[src/rtl/uart_pkg.sv]
// ---------------------------------------------------------------------------
// uart_pkg
//   Shared definitions for the uart_hub echo path: pacer FSM state encodings,
//   default FIFO depth and the byte width used by uart_byte_fifo and its RAM.
// ---------------------------------------------------------------------------
package uart_pkg;

    localparam int FIFO_DEPTH_DEFAULT = 16;
    localparam int BYTE_W             = 8;

    typedef enum logic [1:0] {
        IDLE      = 2'd0,
        WAIT_BUSY = 2'd1,
        WAIT_RDY  = 2'd2
    } pacer_state_t;

endpackage : uart_pkg

[src/rtl/uart_fifo_mem.sv]
// ---------------------------------------------------------------------------
// uart_fifo_mem
//   Simple dual-port DEPTH x 8 RAM with a registered, enabled read port,
//   written so that it maps onto iCE40 block RAM.
// Ports
//   clk    system clock
//   rst    synchronous active-high reset (clears the read register only)
//   we     write enable
//   waddr  write address
//   wdata  write data
//   re     read enable; rdata holds its value while re = 0
//   raddr  read address
//   rdata  registered read data (old contents on a same-address write)
// ---------------------------------------------------------------------------
module uart_fifo_mem
    import uart_pkg::*;
#(
    parameter  int DEPTH = FIFO_DEPTH_DEFAULT,
    localparam int AW    = $clog2(DEPTH)
) (
    input  logic              clk,
    input  logic              rst,
    input  logic              we,
    input  logic [AW-1:0]     waddr,
    input  logic [BYTE_W-1:0] wdata,
    input  logic              re,
    input  logic [AW-1:0]     raddr,
    output logic [BYTE_W-1:0] rdata
);

    logic [BYTE_W-1:0] ram [DEPTH];

    // NOTE: the storage array is deliberately left without reset; a reset
    // port on the array would stop it mapping to block RAM.
    always_ff @(posedge clk) begin
        if (we) begin
            ram[waddr] <= wdata;
        end
    end

    // Read-before-write: a full FIFO popping and accepting in the same cycle
    // reads the outgoing byte while the incoming one lands at the same slot.
    always_ff @(posedge clk) begin
        if (rst) begin
            rdata <= '0;
        end else if (re) begin
            rdata <= ram[raddr];
        end
    end

endmodule : uart_fifo_mem

[src/rtl/uart_byte_fifo.sv]
// ---------------------------------------------------------------------------
// uart_byte_fifo
//   Byte FIFO and transmit pacer between uart_rx and uart_tx. Bytes strobed
//   in from the receiver are queued and handed to the transmitter one at a
//   time through its new_data/rdy handshake.
// Ports
//   clk          system clock
//   rst          synchronous active-high reset
//   wr_stb       one-cycle strobe, wr_data valid
//   wr_data      byte to enqueue
//   tx_rdy       transmitter ready
//   tx_new_data  one-cycle issue pulse to the transmitter
//   tx_char      byte being transmitted; changes only on an issue edge
//   count        occupancy 0..DEPTH
//   empty/full   registered occupancy flags
//   overflow     sticky: a write was dropped since reset
//   ovf_count    dropped-byte counter, saturating at 8'hFF
// Build option
//   UART_FIFO_OVF_COUNT_EN  when defined, ovf_count counts dropped writes;
//                           otherwise it is tied to zero.
// ---------------------------------------------------------------------------
module uart_byte_fifo
    import uart_pkg::*;
#(
    parameter  int DEPTH   = FIFO_DEPTH_DEFAULT,
    parameter  int HOLDOFF = 4,
    localparam int AW      = $clog2(DEPTH)
) (
    input  logic              clk,
    input  logic              rst,
    input  logic              wr_stb,
    input  logic [BYTE_W-1:0] wr_data,
    input  logic              tx_rdy,
    output logic              tx_new_data,
    output logic [BYTE_W-1:0] tx_char,
    output logic [AW:0]       count,
    output logic              empty,
    output logic              full,
    output logic              overflow,
    output logic [7:0]        ovf_count
);

    localparam int          HW        = $clog2(HOLDOFF);
    localparam logic [AW:0] FULL_CNT  = (AW+1)'(DEPTH);
    localparam logic [HW-1:0] HOLD_LAST = HW'(HOLDOFF - 1);

    pacer_state_t  state, state_next;
    logic [AW-1:0] wr_ptr, rd_ptr;
    logic [HW-1:0] hold_cnt;
    logic [AW:0]   count_next;
    logic          pop, accept, drop;

    // ---------------- state register ----------------
    // NOTE: all sequential state uses non-blocking assignment so every
    // register samples pre-edge values regardless of block ordering.
    always_ff @(posedge clk) begin
        if (rst) begin
            state <= IDLE;
        end else begin
            state <= state_next;
        end
    end

    // ---------------- next-state logic ----------------
    // NOTE: state_next is defaulted before the case so no path leaves it
    // unassigned, which would otherwise infer a latch.
    always_comb begin
        state_next = state;
        case (state)
            IDLE:      if (!empty && tx_rdy) state_next = WAIT_BUSY;
            WAIT_BUSY: begin
                // tx may take the byte without ever dropping rdy; the holdoff
                // bounds how long we wait to see it go busy.
                if (!tx_rdy)                    state_next = WAIT_RDY;
                else if (hold_cnt == HOLD_LAST) state_next = IDLE;
            end
            WAIT_RDY:  if (tx_rdy) state_next = IDLE;
            default:   state_next = IDLE;
        endcase
    end

    // ---------------- output / control logic ----------------
    always_comb begin
        pop    = (state == IDLE) && !empty && tx_rdy;
        // A full FIFO still accepts when a byte leaves in the same cycle.
        accept = wr_stb && (!full || pop);
        drop   = wr_stb && !accept;
        count_next = count;
        if (accept && !pop)      count_next = count + 1'b1;
        else if (!accept && pop) count_next = count - 1'b1;
    end

    // Holdoff counter clears on entry to WAIT_BUSY (the pop edge).
    always_ff @(posedge clk) begin
        if (rst || pop) begin
            hold_cnt <= '0;
        end else if (state == WAIT_BUSY && hold_cnt != HOLD_LAST) begin
            hold_cnt <= hold_cnt + 1'b1;
        end
    end

    // ---------------- pointers, flags, issue pulse ----------------
    always_ff @(posedge clk) begin
        if (rst) begin
            wr_ptr      <= '0;
            rd_ptr      <= '0;
            count       <= '0;
            empty       <= 1'b1;
            full        <= 1'b0;
            overflow    <= 1'b0;
            tx_new_data <= 1'b0;
        end else begin
            if (accept) wr_ptr <= wr_ptr + 1'b1;   // wraps modulo DEPTH
            if (pop)    rd_ptr <= rd_ptr + 1'b1;
            count       <= count_next;
            empty       <= (count_next == '0);
            full        <= (count_next == FULL_CNT);
            if (drop)   overflow <= 1'b1;
            tx_new_data <= pop;
        end
    end

    // The RAM read register is tx_char: it loads only on a pop, so the
    // character stays put between issues and clears on reset.
    uart_fifo_mem #(
        .DEPTH (DEPTH)
    ) u_mem (
        .clk   (clk),
        .rst   (rst),
        .we    (accept),
        .waddr (wr_ptr),
        .wdata (wr_data),
        .re    (pop),
        .raddr (rd_ptr),
        .rdata (tx_char)
    );

`ifdef UART_FIFO_OVF_COUNT_EN
    logic [7:0] ovf_cnt_q;

    always_ff @(posedge clk) begin
        if (rst) begin
            ovf_cnt_q <= '0;
        end else if (drop && ovf_cnt_q != 8'hFF) begin
            ovf_cnt_q <= ovf_cnt_q + 1'b1;
        end
    end

    assign ovf_count = ovf_cnt_q;
`else
    assign ovf_count = 8'h00;
`endif

endmodule : uart_byte_fifo

[config.mk]
export PLATFORM = sky130hd
export DESIGN_NAME = uart_byte_fifo
export DESIGN_NICKNAME = d
export VERILOG_FILES = /design/src/rtl/uart_pkg.sv /design/src/rtl/uart_fifo_mem.sv /design/src/rtl/uart_byte_fifo.sv
export SDC_FILE = /design/constraint.sdc
export NUM_CORES = 1
export LEC_CHECK = 0
export CAP_MARGIN = 0
export CORE_AREA = 5 5 104 131
export DETAILED_ROUTE_END_ITERATION = 16
export DIE_AREA = 0 0 109 136
export GPL_ROUTABILITY_DRIVEN = 1
export PLACE_DENSITY = 0.74
export RECOVER_POWER = 50
export SLEW_MARGIN = 20
export SYNTH_ARGS = -nofsm -noshare
export SYNTH_HDL_FRONTEND = slang
export SYNTH_SLANG_ARGS = --single-unit
[constraint.sdc]
create_clock -name clk -period 2.9 [get_ports clk]
set_clock_uncertainty 0.1 [all_clocks]
set_input_delay 0.87 -clock clk [delete_from_list [all_inputs] [get_ports clk]]
set_output_delay 0.87 -clock clk [all_outputs]
set_load 0.01 [all_outputs]
* Word level (Yosys, flattened, before mapping)
Memories as Yosys holds them, arrays and structs flattened. A register that Yosys moved wholly into a read port is not among the register bits.
Cells that the tools add are included.
** Word-level totals
- RAM bits :: 128
- Memories :: 1
- Bits in registers :: 21
- Output and inout bits :: 25
** Memory list
- u_mem.ram :: words 16, bits a word 8, rd ports 1, clocked after memory_dff 1, wr ports 1, RTL line uart_fifo_mem.sv:31 : logic [BYTE_W-1:0] ram [DEPTH];
** Operators by class
- Reductions and logical operators :: 17
- Mux-type cells :: 9
- $add $sub $neg :: 5
- Equal/unequal tests :: 8
** Operators with widths (number)
- 5-bit two-way mux :: 2
- 4-bit by 1-bit adder with 4-bit output (second input constant) :: 2
- 1-bit logical AND :: 8
- 2-bit two-way mux :: 4
- 2-bit inequality test (second input constant) :: 3
- 2-bit one-hot mux with 3 select lines :: 1
- 5-bit by 1-bit adder with 5-bit output (second input constant) :: 1
- 5-bit equality test (second input constant) :: 1
- 5-bit logical NOT :: 1
- 5-bit by 1-bit subtractor with 5-bit output (second input constant) :: 1
- 2-bit equality test (second input constant) :: 2
- 1-bit logical NOT :: 4
- 3-bit inequality test (second input constant) :: 1
- 3-bit AND reduction :: 1
- 2-bit by 1-bit adder with 2-bit output (second input constant) :: 1
- 2-bit by 1-bit equality test with 1-bit output (second input constant) :: 1
- 2-bit logical NOT :: 1
- 1-bit logical OR :: 2
- 1-bit two-way mux :: 2

* Logic depth before layout (Yosys ltp)
- Depth after elaboration :: 10
- Mapped depth :: 6

* Modules after synthesis
From an unflattened synthesis, not the netlist that was laid out.
** Unflattened totals
- Cell total of the unflattened synthesis :: 438
- Area total of the unflattened synthesis :: 6468.7 um^2
** By module, submodules not included
- uart_fifo_mem :: cells each 316, area an instance 5343.9 um^2, times used 1
- uart_byte_fifo :: cells each 122, area an instance 1124.8 um^2, times used 1

* Worst setup path after synthesis
Ideal clock, no wire load.
- Path type :: input to register
- From :: input port tx_rdy
- To :: memory u_mem.ram[0][0], enable pin
- Cell stages on the path :: 5
- Required time :: 2417 ps
- Arrival time :: 2446 ps
- Slack :: -30 ps
- Cells stage by stage :: or4b_1 buf_6 a21boi_2 nand2_1 nor3_1
** On the way
- Cells in the longest elaborated chain, start to end :: 5
** Ends and longest elaborated chain
- from (decl) :: RTL line uart_byte_fifo.sv:33 : input logic tx_rdy,
- 1-bit logical AND :: RTL line uart_byte_fifo.sv:84 : pop = (state == IDLE) && !empty && tx_rdy;
- 1-bit logical OR :: RTL line uart_byte_fifo.sv:86 : accept = wr_stb && (!full || pop);
- 1-bit logical AND :: RTL line uart_byte_fifo.sv:86
- 1-bit two-way mux :: RTL line uart_fifo_mem.sv:36 : if (we) begin
- 1-bit two-way mux (not written as such) :: RTL line uart_fifo_mem.sv:37 : ram[waddr] <= wdata;
- to (decl) :: RTL line uart_fifo_mem.sv:31
Every way passes these cells.

* Worst setup path after layout
- From :: input port tx_rdy
- To :: memory u_mem.ram[12][6], enable pin
Same word-level chain as after synthesis.

==> flow_summary.json <==
{
  "holdCritPathClass": "register to register",
  "final_antenna_net_count": 0,
  "routed_wl_um": 12300,
  "fin_crit_sh": 0.934,
  "timing.rr.start": "state[1]$_SDFFE_PP0P_",
  "total_power_mw": 5.27,
  "cts.sink_count": 157,
  "synth_common_cells": "edfxtp_1, mux4_2, dfxtp_1, nor2_1, nand2_1",
  "drt_iter0_markers": 295,
  "maxCapViolCount": 0,
  "power.internal_mw": 3.95,
  "maxSlewViolCount": 0,
  "ys_ff_latch": 157,
  "worst_slew_pin_slew_ns": 0.669,
  "synth_area_leaders": "edfxtp_1, mux4_2, dfxtp_1",
  "crit_fanout": 8,
  "overflow": 0,
  "final_util": 0.604,
  "vias_per_cell": 5.58,
  "critPathKind": "input port to register",
  "cts_htree_levels": 4,
  "clock_latency_ns": 0.42,
  "first_global_vias": 3501,
  "vias": 3402,
  "relSlewSlack": 0.553,
  "rows": 46,
  "critPathBufInv": 2,
  "core_sq_um": 12400,
  "pwr-share-comb": 0.124,
  "async_flop_share": 0,
  "ys_warn_count": 0,
  "routabilityCongestion": 0.847,
  "ctsHoldBuffers": 0,
  "cpPeakStageDelay_ns": 0.50,
  "synth_area_per_cell_sq_um": 16.8,
  "synth_edf_count": 128,
  "min_from": "u_mem.rdata[5]$_SDFFE_PP0P_",
  "yosysMostFrequentCell": "edfxtp_1",
  "startpoint": "tx_rdy",
  "drive_above_1_share": 0.213,
  "grt_max_degree": 36,
  "crit_required_ns": 2.92,
  "crit_chain": "clkdlybuf4s50_1 > or4b_1 > a21boi_2 > nand2_1 > nor2_1 > buf_4",
  "whs_ns": 0.354,
  "fin_ws_ns": 0.193,
  "vdd_drop_max_uv": 502,
  "fmax_ghz": 0.369,
  "dieArea_sq_um": 14800,
  "cts_buffer_depth": 2,
  "endpoint_kind": "register",
  "fp.dieH_um": 136,
  "netlist_instances": 378,
  "cts_resized": 0,
  "grt_first_pass_wirelength_um": 19600,
  "clk_pin_slew_worst_paths_ns": 0.06,
  "finalCriticalPeriod_ns": 2.71,
  "die_x_um": 109,
  "nets": 449,
  "io_pins": 37,
  "drc": 0,
  "crit_slowest_cell": "or4b_1",
  "first_pass_iters": 5,
  "n_antenna_cell": 0,
  "antenna_found_initial": 0,
  "yosysUniqueCellTypes": 48,
  "startpoint_type": "input port",
  "netlist_area_sq_um": 6340,
  "hpwlAfterDp_um": 8120,
  "wire_per_inst_um": 20.1,
  "switching_share": 0.250,
  "dp_slack_ns": -0.159,
  "ys_seq_area_frac": 0.698,
  "clkPwrFrac": 0.389,
  "synth_flop_cell": "edfxtp_1",
  "netlist.area_leader.share": 0.607,
  "p_leak_nw": 2.51,
  "port_buffers": 28,
  "start_util": 0.512,
  "fin_tns_setup_ns": 0,
  "powerDensity_nw_per_um2": 705,
  "status": "finished, final reports clean",
  "switchingPower_mw": 1.32,
  "cts-root-buf": "clkbuf_16",
  "yosysTopAreaCell": "edfxtp_1",
  "finalSetupViolations": 0,
  "area_growth_pct": 17.9,
  "hold_viol_final": 0,
  "numCtsBuffers": 17,
  "cp.arrival_ns": 2.73,
  "grt_usage": 0.182,
  "rsz0062_at_grt": "no",
  "p_seq_frac": 0.487,
  "cts_tree": "yes",
  "cp_top_family": "simple AND/OR/NAND/NOR gates",
  "post_cts.repair.setup_buffers": 0
}
==> logic make-up after synthesis <==
family,count (synthesis),share of synthesized area
compound gates,48,0.0535
xor+xnor,11,0.0152
fa+ha+maj,8,0.0158
buf+inv,37,0.0290
flops,157,0.698
mux,37,0.124
other cells,1,0.000592
simple gates,79,0.0634
==> worst paths after layout <==
kind | to | cells after the start | slack, ns
max | u_mem.ram[12][6]$_DFFE_PP_ | 6 | 0.19
min reg2reg | u_mem.rdata[5]$_SDFFE_PP0P_ | 2 | 0.35
min | u_mem.rdata[5]$_SDFFE_PP0P_ | 2 | 0.35
max reg2reg | u_mem.ram[12][6]$_DFFE_PP_ | 5 | 0.64
==> registers in the layout, indices dropped and copies added (netlist names) <==
signal	flops
tx_new_data	1
u_mem.ram	128
count	5
state	2
rd_ptr	4
empty	1
hold_cnt	2
wr_ptr	4
overflow	1
full	1
u_mem.rdata	8
==> power by group through the flow <==
stage | Sequential (mW) | Combinational (mW) | Clock [mW]
after detailed placement | 2.62 | 0.666 | 0
final | 2.57 | 0.651 | 2.05
after global routing | 2.58 | 0.708 | 2.19
after global placement | 2.61 | 0.650 | 0
after CTS | 2.57 | 0.670 | 2.07
after floorplan | 2.61 | 0.428 | 0
==> layout make-up <==
class	instances	area, sq um
Fill cell	901	4900
Timing Repair Buffer	55	484
Inverter	7	26.3
Tap cell	168	210
Sequential cell	157	4430
Multi-Input combinational cell	191	1770
Clock inverter	15	129
Clock buffer	17	425
==> per-layer routing <==
| metal | GRT usage | vias to the layer above | routed length (um) |
|---|---|---|---|
| met5 | 0 | - | 0 |
| met4 | 0.0912 | 0 | 389 |
| met3 | 0.0352 | 19 | 524 |
| met2 | 0.304 | 90 | 6440 |
| met1 | 0.226 | 1726 | 4910 |
| li1 | - | 1567 | - |
==> tightest hold or removal path, delay by kind of cell, from the launching register on <==
kind / cells / cell delay, ns
flip-flops: 1 / 0.31
AO/OA/AOI/OAI: 1 / 0.05
AND/OR/NAND/NOR: 1 / 0.05
==> stage by stage <==
| stage | std cells | cell area, sq um |
|---|---|---|
| 3_3_place_gp | 578 | 6930 |
| 4_1_cts | 610 | 7480 |
| 2_1_floorplan | 385 | 6370 |
| 6_report | 610 | 7470 |
| 5_1_grt | 610 | 7470 |
| 3_5_place_dp | 578 | 6930 |
==> placed cells by master, fill, tap and decap left out, drive strengths merged, types with 8 or more instances in the layout <==
| cell | Yosys | final |
|---|---|---|
| dlygate4sd3 | 0 | 11 |
| a21oi | 11 | 11 |
| dfxtp | 29 | 29 |
| clkdlybuf4s50 | 0 | 17 |
| nor2 | 25 | 25 |
| mux4 | 32 | 32 |
| nand2 | 18 | 18 |
| o21ai | 9 | 9 |
| conb | 1 | 8 |
| buf | 21 | 24 |
| inv | 7 | 14 |
| edfxtp | 128 | 128 |
| a22o | 16 | 16 |
| clkbuf | 9 | 20 |
| ha | 8 | 8 |
| nor3 | 9 | 9 |
Power figures use the tool's default switching activity.
